`src/rtl/cov_matrix_streamer_pkg.sv`:
```
// Shared definitions for the MUSIC covariance chain: widths, the
// upper-triangle index map and the saturating 32-bit add.
package cov_pkg;

   localparam int N_CH    = 4;
   localparam int N_UNIQ  = 10;
   localparam int ENTRY_W = 32;
   localparam int IDX_W   = 4;
   localparam int TAG_W   = 8;

   // Nibble i holds the flat matrix index k (row*4+col) of unique entry i.
   localparam logic [N_UNIQ*4-1:0] IDX2K = {4'd15, 4'd11, 4'd10, 4'd7, 4'd6,
                                            4'd5,  4'd3,  4'd2,  4'd1, 4'd0};

   typedef logic signed [ENTRY_W-1:0] entry_t;

   typedef enum logic {
      RD_IDLE,
      RD_STREAM
   } rd_state_t;

   function automatic logic [3:0] idx_to_k(input int idx);
      return IDX2K[4*idx +: 4];
   endfunction

   function automatic logic is_diag(input logic [3:0] k);
      return k[1:0] == k[3:2];
   endfunction

   function automatic entry_t sat32(input entry_t a, input entry_t b);
      logic signed [ENTRY_W:0] s;
      s = {a[ENTRY_W-1], a} + {b[ENTRY_W-1], b};
      if (s[ENTRY_W] != s[ENTRY_W-1])
         return s[ENTRY_W] ? {1'b1, {(ENTRY_W-1){1'b0}}} : {1'b0, {(ENTRY_W-1){1'b1}}};
      return s[ENTRY_W-1:0];
   endfunction

endpackage

```
`src/rtl/cov_matrix_streamer_if.sv`:
```
// Valid/ready beat bus from the covariance streamer to the eigen stage.
interface cov_matrix_streamer_if;
   import cov_pkg::*;

   logic               m_valid;
   logic               m_ready;
   logic [ENTRY_W-1:0] m_data;
   logic [IDX_W-1:0]   m_idx;
   logic               m_first;
   logic               m_last;
   logic [TAG_W-1:0]   m_frame;

   modport master (output m_valid, m_data, m_idx, m_first, m_last, m_frame,
                   input  m_ready);
   modport slave  (input  m_valid, m_data, m_idx, m_first, m_last, m_frame,
                   output m_ready);
endinterface

```
`src/rtl/cov_matrix_streamer_bank_ctrl.sv`:
```
// Two-bank occupancy tracking: free-bank select, FIFO ordering of full
// banks, and the drop decision with its saturating counter.
module cov_bank_ctrl #(
   parameter int DROP_W = 16
) (
   input  logic              clk,
   input  logic              rst,
   input  logic              cap,
   input  logic              rel,
   input  logic              rd_bank,
   output logic              wr_en,
   output logic              wr_bank,
   output logic              any_n,
   output logic              oldest_n,
   output logic              overflow,
   output logic [DROP_W-1:0] drop_cnt
);

   logic [1:0] full;
   logic [1:0] full_n;
   logic       last_wr;
   logic       last_wr_n;
   logic       drop;

   always_comb begin
      wr_en   = 1'b0;
      wr_bank = 1'b0;
      drop    = 1'b0;
      if (cap) begin
         if (!(&full)) begin
            wr_en   = 1'b1;
            wr_bank = full[0];
         end else if (rel) begin
            // Bank finishing its last beat this cycle is reused immediately.
            wr_en   = 1'b1;
            wr_bank = rd_bank;
         end else begin
            drop = 1'b1;
         end
      end

      full_n = full;
      if (rel)
         full_n[rd_bank] = 1'b0;
      if (wr_en)
         full_n[wr_bank] = 1'b1;

      last_wr_n = wr_en ? wr_bank : last_wr;
      any_n     = |full_n;
      oldest_n  = (&full_n) ? ~last_wr_n : ~full_n[0];
   end

   always_ff @(posedge clk) begin
      if (rst) begin
         full     <= '0;
         last_wr  <= 1'b0;
         overflow <= 1'b0;
         drop_cnt <= '0;
      end else begin
         full     <= full_n;
         last_wr  <= last_wr_n;
         overflow <= drop;
         if (drop && !(&drop_cnt))
            drop_cnt <= drop_cnt + {{(DROP_W-1){1'b0}}, 1'b1};
      end
   end

endmodule

```
`src/rtl/cov_matrix_streamer.sv`:
```
// Captures 4x4 covariance frames into a two-bank buffer (with diagonal
// loading) and streams the 10 upper-triangular entries per frame.
//
//   state     | meaning
//   RD_IDLE   | no full bank, m_valid low
//   RD_STREAM | presenting beats of bank rd_bank, idx 0..9
module cov_matrix_streamer
   import cov_pkg::*;
#(
   parameter entry_t DIAG_LOAD = '0,
   parameter int     DROP_W    = 16
) (
   input  logic                         clk,
   input  logic                         rst,
   input  logic                         cov_valid,
   input  logic [N_CH*N_CH*ENTRY_W-1:0] cov_in,
   cov_matrix_streamer_if.master        m,
   output logic                         overflow,
   output logic [DROP_W-1:0]            drop_cnt
);

   rd_state_t        state;
   logic             valid;
   logic             first;
   logic             last;
   logic             rd_bank;
   logic [IDX_W-1:0] idx;
   logic [TAG_W-1:0] tag_cnt;
   logic [TAG_W-1:0] tag [2];
   entry_t           mem [2][N_UNIQ];
   entry_t           cap_val [N_UNIQ];
   logic             hs;
   logic             rel;
   logic             wr_en;
   logic             wr_bank;
   logic             any_n;
   logic             oldest_n;
   logic             unused_lower;

   for (genvar g = 0; g < N_UNIQ; g++) begin : g_cap
      localparam int K    = int'(IDX2K[4*g +: 4]);
      localparam bit DIAG = is_diag(IDX2K[4*g +: 4]);
      assign cap_val[g] = DIAG ? sat32(entry_t'(cov_in[ENTRY_W*K +: ENTRY_W]), DIAG_LOAD)
                               : entry_t'(cov_in[ENTRY_W*K +: ENTRY_W]);
   end

   // Lower-triangle entries mirror the upper triangle and are not stored.
   assign unused_lower = ^{cov_in[4*ENTRY_W +: ENTRY_W],
                           cov_in[8*ENTRY_W +: 2*ENTRY_W],
                           cov_in[12*ENTRY_W +: 3*ENTRY_W]};

   assign hs  = valid & m.m_ready;
   assign rel = hs & last;

   cov_bank_ctrl #(.DROP_W(DROP_W)) u_bank_ctrl (
      .clk      (clk),
      .rst      (rst),
      .cap      (cov_valid),
      .rel      (rel),
      .rd_bank  (rd_bank),
      .wr_en    (wr_en),
      .wr_bank  (wr_bank),
      .any_n    (any_n),
      .oldest_n (oldest_n),
      .overflow (overflow),
      .drop_cnt (drop_cnt)
   );

   always_ff @(posedge clk) begin
      if (wr_en)
         for (int i = 0; i < N_UNIQ; i++)
            mem[wr_bank][i] <= cap_val[i];
   end

   always_ff @(posedge clk) begin
      if (rst) begin
         tag_cnt <= '0;
         tag[0]  <= '0;
         tag[1]  <= '0;
      end else if (wr_en) begin
         tag[wr_bank] <= tag_cnt;
         tag_cnt      <= tag_cnt + 8'd1;
      end
   end

   // Reader decisions use next-cycle occupancy so a capture or hand-over
   // this cycle is visible on the very next beat.
   always_ff @(posedge clk) begin
      if (rst) begin
         state   <= RD_IDLE;
         valid   <= 1'b0;
         idx     <= '0;
         first   <= 1'b0;
         last    <= 1'b0;
         rd_bank <= 1'b0;
      end else begin
         case (state)
            RD_IDLE: begin
               if (any_n) begin
                  state   <= RD_STREAM;
                  valid   <= 1'b1;
                  idx     <= '0;
                  first   <= 1'b1;
                  last    <= 1'b0;
                  rd_bank <= oldest_n;
               end
            end
            RD_STREAM: begin
               if (hs) begin
                  if (last) begin
                     idx  <= '0;
                     last <= 1'b0;
                     if (any_n) begin
                        rd_bank <= oldest_n;
                        first   <= 1'b1;
                     end else begin
                        state <= RD_IDLE;
                        valid <= 1'b0;
                        first <= 1'b0;
                     end
                  end else begin
                     idx   <= idx + 4'd1;
                     first <= 1'b0;
                     last  <= (idx == 4'd8);
                  end
               end
            end
            default: state <= RD_IDLE;
         endcase
      end
   end

   assign m.m_valid = valid;
   assign m.m_idx   = idx;
   assign m.m_first = first;
   assign m.m_last  = last;
   assign m.m_data  = valid ? mem[rd_bank][idx] : '0;
   assign m.m_frame = valid ? tag[rd_bank] : '0;

endmodule

```
`src/flat_wrapper.sv`:
```
// flat-port wrapper written by rule: the top's interface ports become plain ports
module cov_matrix_streamer_flat import cov_pkg::*;
#(
   parameter entry_t DIAG_LOAD = '0,
   parameter int     DROP_W    = 16
)
  (clk, rst, cov_valid, cov_in, overflow, drop_cnt, m_m_valid, m_m_data, m_m_idx, m_m_first, m_m_last, m_m_frame, m_m_ready);
  cov_matrix_streamer_if m_i ();
  input  logic clk;
  input  logic rst;
  input  logic cov_valid;
  input  logic [N_CH*N_CH*ENTRY_W-1:0] cov_in;
  output logic overflow;
  output logic [DROP_W-1:0] drop_cnt;
  output wire logic [$bits(m_i.m_valid)-1:0] m_m_valid;
  output wire logic [$bits(m_i.m_data)-1:0] m_m_data;
  output wire logic [$bits(m_i.m_idx)-1:0] m_m_idx;
  output wire logic [$bits(m_i.m_first)-1:0] m_m_first;
  output wire logic [$bits(m_i.m_last)-1:0] m_m_last;
  output wire logic [$bits(m_i.m_frame)-1:0] m_m_frame;
  input wire logic [$bits(m_i.m_ready)-1:0] m_m_ready;
  assign m_m_valid = m_i.m_valid;
  assign m_m_data = m_i.m_data;
  assign m_m_idx = m_i.m_idx;
  assign m_m_first = m_i.m_first;
  assign m_m_last = m_i.m_last;
  assign m_m_frame = m_i.m_frame;
  assign m_i.m_ready = m_m_ready;
  cov_matrix_streamer #(.DIAG_LOAD(DIAG_LOAD), .DROP_W(DROP_W)) u_core (.clk(clk), .rst(rst), .cov_valid(cov_valid), .cov_in(cov_in), .m(m_i), .overflow(overflow), .drop_cnt(drop_cnt));
endmodule
```
`config.mk`:
```
export PLATFORM = sky130hd
export DESIGN_NAME = cov_matrix_streamer_flat
export DESIGN_NICKNAME = d
export VERILOG_FILES = /design/src/rtl/cov_matrix_streamer_pkg.sv /design/src/rtl/cov_matrix_streamer_if.sv /design/src/rtl/cov_matrix_streamer_bank_ctrl.sv /design/src/rtl/cov_matrix_streamer.sv /design/src/flat_wrapper.sv
export SDC_FILE = /design/constraint.sdc
export NUM_CORES = 1
export LEC_CHECK = 0
export BUFFER_PORTS_ARGS = -buffer_cell sky130_fd_sc_hd__buf_2
export CAP_MARGIN = 20
export CORE_UTILIZATION = 49
export CTS_CLUSTER_SIZE = 16
export DETAILED_ROUTE_END_ITERATION = 6
export PLACE_DENSITY = 0.76
export SLEW_MARGIN = 5
export SYNTH_ARGS = -nofsm -noshare
export SYNTH_HDL_FRONTEND = slang
export SYNTH_SLANG_ARGS = --single-unit
```
`constraint.sdc`:
```
create_clock -name clk -period 63 [get_ports clk]
set_input_delay 12.6 -clock clk [delete_from_list [all_inputs] [get_ports clk]]
set_output_delay 12.6 -clock clk [all_outputs]
set_load 0.02 [all_outputs]
```
Word-level counts from Yosys, hierarchy flattened
Memories as Yosys holds them, arrays and structs flattened. A register that Yosys moved wholly into a read port is not among the register bits. Cells that the tools add are included.

Add/subtract/negate cells: 3. Magnitude comparators: 5. Equal/unequal tests: 5. Mux-type cells: 59. Bitwise logic cells: 9. Reduce and logical (&&, ||, !) cells: 12.

Operators with widths (count): binary-select mux 32 bit (select 4 bit) (1); 2-to-1 mux 32 bit (3); 2-to-1 mux 1 bit (40); adder 16 x 1 -> 16 bit, second input constant (1); 2-to-1 mux 8 bit (2); AND reduction 16 bit (1); 2-to-1 mux 4 bit (3); one-hot mux 1 bit (2 select lines) (5); adder 8 x 1 -> 8 bit, second input constant (1); one-hot mux 4 bit (2 select lines) (1); AND reduction 2 bit (4); OR reduction 8 bit (1); inequality test 2 bit, second input constant (3); >= comparator 5 bit, second input constant (1); inverter 4 -> 5 bit (1); adder 4 x 1 -> 4 bit, second input constant (1); == test 4 bit, second input constant (1); less-than comparator 1 x 2 -> 1 bit, second input constant (2); 2-to-1 mux 2 bit (2); AND reduction 4 bit (1); logical AND 1 bit (3); inverter 1 bit (3); AND 1 bit (2); AND 2 bit (1); other kinds (7) (9).

Register bits: 37. Memory bits (writable): 656. Memories kept: 2.

Memories: u_core.mem (depth 2, width 320, rd ports 1, clocked after Yosys merged registers in 1, write ports 1, RTL line cov_matrix_streamer.sv:30) `entry_t mem [2][N_UNIQ];`; u_core.tag (depth 2, width 8, rd ports 1, clocked after Yosys merged registers in 1, write ports 2, RTL line cov_matrix_streamer.sv:29) `logic [TAG_W-1:0] tag [2];`.

Longest topological paths before layout
Word-level depth: 19. Depth in mapped cells: 8.

Cells and area by module
Synthesis repeated with hierarchy kept, for this count alone.

Cell total of the unflattened synthesis: 1408. Area, all modules: 27043.4 um^2.

Modules (own cells, without submodules): cov_matrix_streamer (instances 1, cells an instance 1281, area each 25983.7 um^2); cov_bank_ctrl (instances 1, cells an instance 127, area each 1059.8 um^2).

Worst setup path before layout
OpenSTA, ideal clock, no wires.

Kind: input-to-reg. From: in m_m_ready. To: mem u_core.tag[0][0] (enable). Data arrival time: 62257 ps. Path slack: 298 ps. Stages: 5. Cells stage by stage: buf_6 nand4_4 a21oi_2 nor2_1 or2_2.

RTL lines: from (decl) (RTL line flat_wrapper.sv:21) `input wire logic [$bits(m_i.m_ready)-1:0] m_m_ready;`; to (decl) (RTL line cov_matrix_streamer.sv:29).

==> results by group <==
GRT
  • Antenna violations before repair: 35
  • Pin count of the biggest net entering global routing: 185
  • First-pass GRT wire length: 88,600 um
  • Number of global-route vias before repair: 14,900
  • Overall fraction of global-route tracks in use: 0.214
  • Aggregate global routing overflow: 0

Routing
  • Router iterations before antenna repair: 5
  • Final ANT Viol Nets: 0
  • Count of vias placed by the detailed router: 14,700
  • Final routed wirelength across all metal layers: 61,600 um
  • Routed WL per cell: 23.3 um
  • Initial DRC Count: 1,259
  • Post-detailed-route via-to-cell ratio: 5.58
  • Number of DRC violations after detailed routing: 0

CTS
  • Clock input transition at the sequential cells of the worst setup and hold paths: 60 ps
  • CTS Hold Buffers Added: 0
  • TritonCTS clock tree: done
  • CTS Buffer Depth: 3
  • Root Buffer Master: clkbuf_16
  • Post-CTS setup buffers: 0
  • CTS H-Tree Depth: 3
  • Sinks on the clock net: 694
  • Count of instances resized after the clock tree is built: 0
  • CTS Buf Count: 72
  • Clock latency on the worst-skew pair: 610 ps

Logic synthesis
  • Sequential fraction of the synthesis area: 0.752
  • Number of standard cells after synthesis: 1,413
  • Netlist area before placement: 0.0272 mm^2
  • Synthesis-stage register bit count: 694
  • Number of flops mapped to enable cells by yosys: 656
  • Cell accounting for the most synthesized area: edfxtp_1
  • Area contributors post-synth: edfxtp_1 72%, mux4_2 7.9%, mux2i_1 6.3%, dfxtp_1 2.8%, a22oi_1 1.8%
  • Post-synthesis cell type count: 67
  • Proportion of synthesized flip-flops having asynchronous set or reset: 0
  • Synth top area share: 0.724
  • Most frequently used flop master after synthesis: edfxtp_1
  • Average cell area after synthesis: 19.3 um^2
  • Yosys warnings: 0
  • Post-synthesis net count: 1,933

Setup path
  • Worst reg2reg startpoint: u_core.m.m_valid
  • End point of the critical path: m_m_data[30]
  • Register-to-register setup slack: 58,520 ps
  • Critical Path End Type: output pin
  • Worst r2r path cells: 5
  • Crit path arrival time: 4550 ps
  • Highest fanout seen on the critical path: 55
  • Worst path max stage delay: 840 ps
  • CP Launch Type: flop
  • Endpoint of the worst-slack reg-to-reg timing path: u_core.mem[1][200]
  • Crit path buf inv count: 3
  • Crit path top cell by count: buf_4
  • Family of cells with the greatest summed delay on the critical path: buffers and inverters
  • Chain of cells forming the critical path: buf_4 -> buf_4 -> mux4_2 -> mux2i_1 -> o211ai_1 -> buf_2
  • Library cell contributing the largest single delay on the critical path: buf_4
  • Required time at the worst-slack endpoint: 50,400 ps
  • Crit path depth: 6
  • Crit Path Class: reg -> out

Floorplanning
  • I/O pin count: 580
  • Die Footprint: 0.0565 mm^2
  • Horizontal extent of the die: 238 um
  • Die height: 238 um
  • Std-Cell Core Area: 0.0550 mm^2
  • Number of rows created at floorplan: 86
  • Effective utilization at floorplan: 0.495

STA
  • Transition at the pin with the smallest max-transition slack: 1230 ps
  • Fin crit share: 0.272
  • Clock skew: 17.7 ps
  • Worst rel slew slack: 0.183
  • Final count of negative-setup-slack endpoints: 0
  • Total count of max-transition violations in the final report: 0
  • Top achievable clock speed: 58.3 MHz
  • Setup tns final: 0 ps
  • Time the worst path needs with I/O delays and setup: 17,150 ps
  • Unrepaired setup endpoints after global routing: no
  • Total count of hold-check failures in the final report: 0

Worst hold path
  • Hold_sp: u_core.tag_cnt[7]
  • Type of the worst min-delay path: reg -> reg

Pwr
  • Pwr dens: 32.0 mW/mm^2
  • Max VDD drop: 0.0273 mV
  • LEAKAGE: 11.2 nW

Placement
  • Post-DP HPWL: 40,300 um
  • I/O Buffers: 387
  • Final estimated routing congestion in global placement: 0.856

Final layout
  • Fin util: 0.586
  • Layout Nets: 2,332
  • Share of layout cells above drive strength 1: 0.342
  • Area growth from synthesis to layout: 18.5%

Run
  • Max-cap check violation count: 0

Outcome
  • Run status: finished clean
-- layout by cell type (no fill, tap or decap), drive strengths merged, types with 3 or more instances in the layout --
cell type / count
ha: 4
nor3b: 3
nand2: 46
a211oi: 4
bufinv: 6
nand4: 5
a21oi: 15
o211ai: 34
clkbuf: 90
mux4: 96
nor4: 4
or2: 3
and3: 5
diode: 18
buf: 405
and4: 5
nand3: 38
mux2: 9
a41oi: 3
inv: 9
mux2i: 170
xor2: 5
dfxtp: 38
clkinv: 31
nand2b: 5
or4: 3
nor2b: 20
nand3b: 3
and2: 23
o21ai: 7
nor3: 10
a22oi: 64
nor2: 28
edfxtp: 656
-- cells in the mapped netlist, types with 5 or more instances --
cell and count:
a21oi_1 13, a22oi_1 64, and2_1 21, buf_2 25, buf_4 9, buf_6 11, clkbuf_1 34, dfxtp_1 38
edfxtp_1 656, mux2_2 9, mux2i_1 170, mux4_2 96, nand2_1 44, nand2b_1 5, nand3_1 37, nor2_1 27
nor2b_1 20, nor3_1 8, o211ai_1 34, o21ai_0 6, xor2_1 5
-- cell families (layout without fill, tap and decap cells) --
family          Yosys count  after routing  synth area share
flops                   694            694             0.752
mux                     275            275             0.146
simple gates            208            208            0.0430
compound gates          142            142            0.0388
buf+inv                  85            543            0.0172
xor+xnor                  5              5           0.00161
fa+ha+maj                 4              4           0.00184
other cells               0             18                 0
-- worst min path at each step --
stage | end | slack, ps | cells after the start
2_1_floorplan | u_core.tag_cnt[7] | 450 | 2
3_3_place_gp | u_core.m.m_first | 470 | 2
3_5_place_dp | u_core.m.m_first | 480 | 2
4_1_cts | u_core.tag_cnt[7] | 490 | 2
5_1_grt | u_core.tag_cnt[7] | 530 | 2
6_report | u_core.tag_cnt[7] | 490 | 2
-- flip-flops by register name (all words and copies together), names as in the netlist, named ones only --
signal / cells
u_core.mem: 640
u_core.tag: 16
u_core.u_bank_ctrl.drop_cnt: 16
u_core.tag_cnt: 8
u_core.m.m_idx: 4
u_core.u_bank_ctrl.full: 2
u_core.m.m_first: 1
u_core.m.m_last: 1
u_core.m.m_valid: 1
u_core.rd_bank: 1
u_core.state: 1
u_core.u_bank_ctrl.last_wr: 1
u_core.u_bank_ctrl.overflow: 1
-- layer usage --
metal / vias to the layer above / part of all wire / GRT usage
li1: 6598 / - / -
met1: 7368 / 0.42 / 0.292
met2: 578 / 0.46 / 0.326
met3: 145 / 0.088 / 0.0700
met4: 32 / 0.026 / 0.0717
met5: - / 0.0035 / 0
-- through the flow --
step                      cells  hold WS (ps)  power, mW  worst slack (ps)  cell area [um^2]
after floorplan            1413           454      0.610               298             27200
after global placement     2485           473      0.621             46160             29800
after detailed placement   2485           479      0.625             46050             29800
after CTS                  2618           487       1.04             45770             32200
after global routing       2629           526       1.06             45570             32200
final                      2637           488       1.03             45850             32200
-- layout make-up --
| cell class | count | area, um^2 |
|---|---|---|
| Antenna cell | 18 | 45.0 |
| Clock buffer | 90 | 1890 |
| Clock inverter | 43 | 449 |
| Fill cell | 4022 | 22700 |
| Inverter | 5 | 18.8 |
| Multi-Input combinational cell | 634 | 6340 |
| Sequential cell | 694 | 20500 |
| Tap cell | 748 | 936 |
| Timing Repair Buffer | 405 | 2100 |
-- power by group --
group	switching, mW	leakage [nW]	internal, mW	total (mW)
combinational	0.0416	3.54	0.0307	0.0723
clock	0.175	1.13	0.241	0.416
sequential	0.00829	6.51	0.535	0.543
total	0.225	11.2	0.806	1.03
-- tightest hold or removal path, stage by stage (launching register included) --
cell	delay (ps)
dfxtp_1	330
nand2b_1	70
o21ai_1	50
Note: power is estimated with default switching activity, not from simulation.
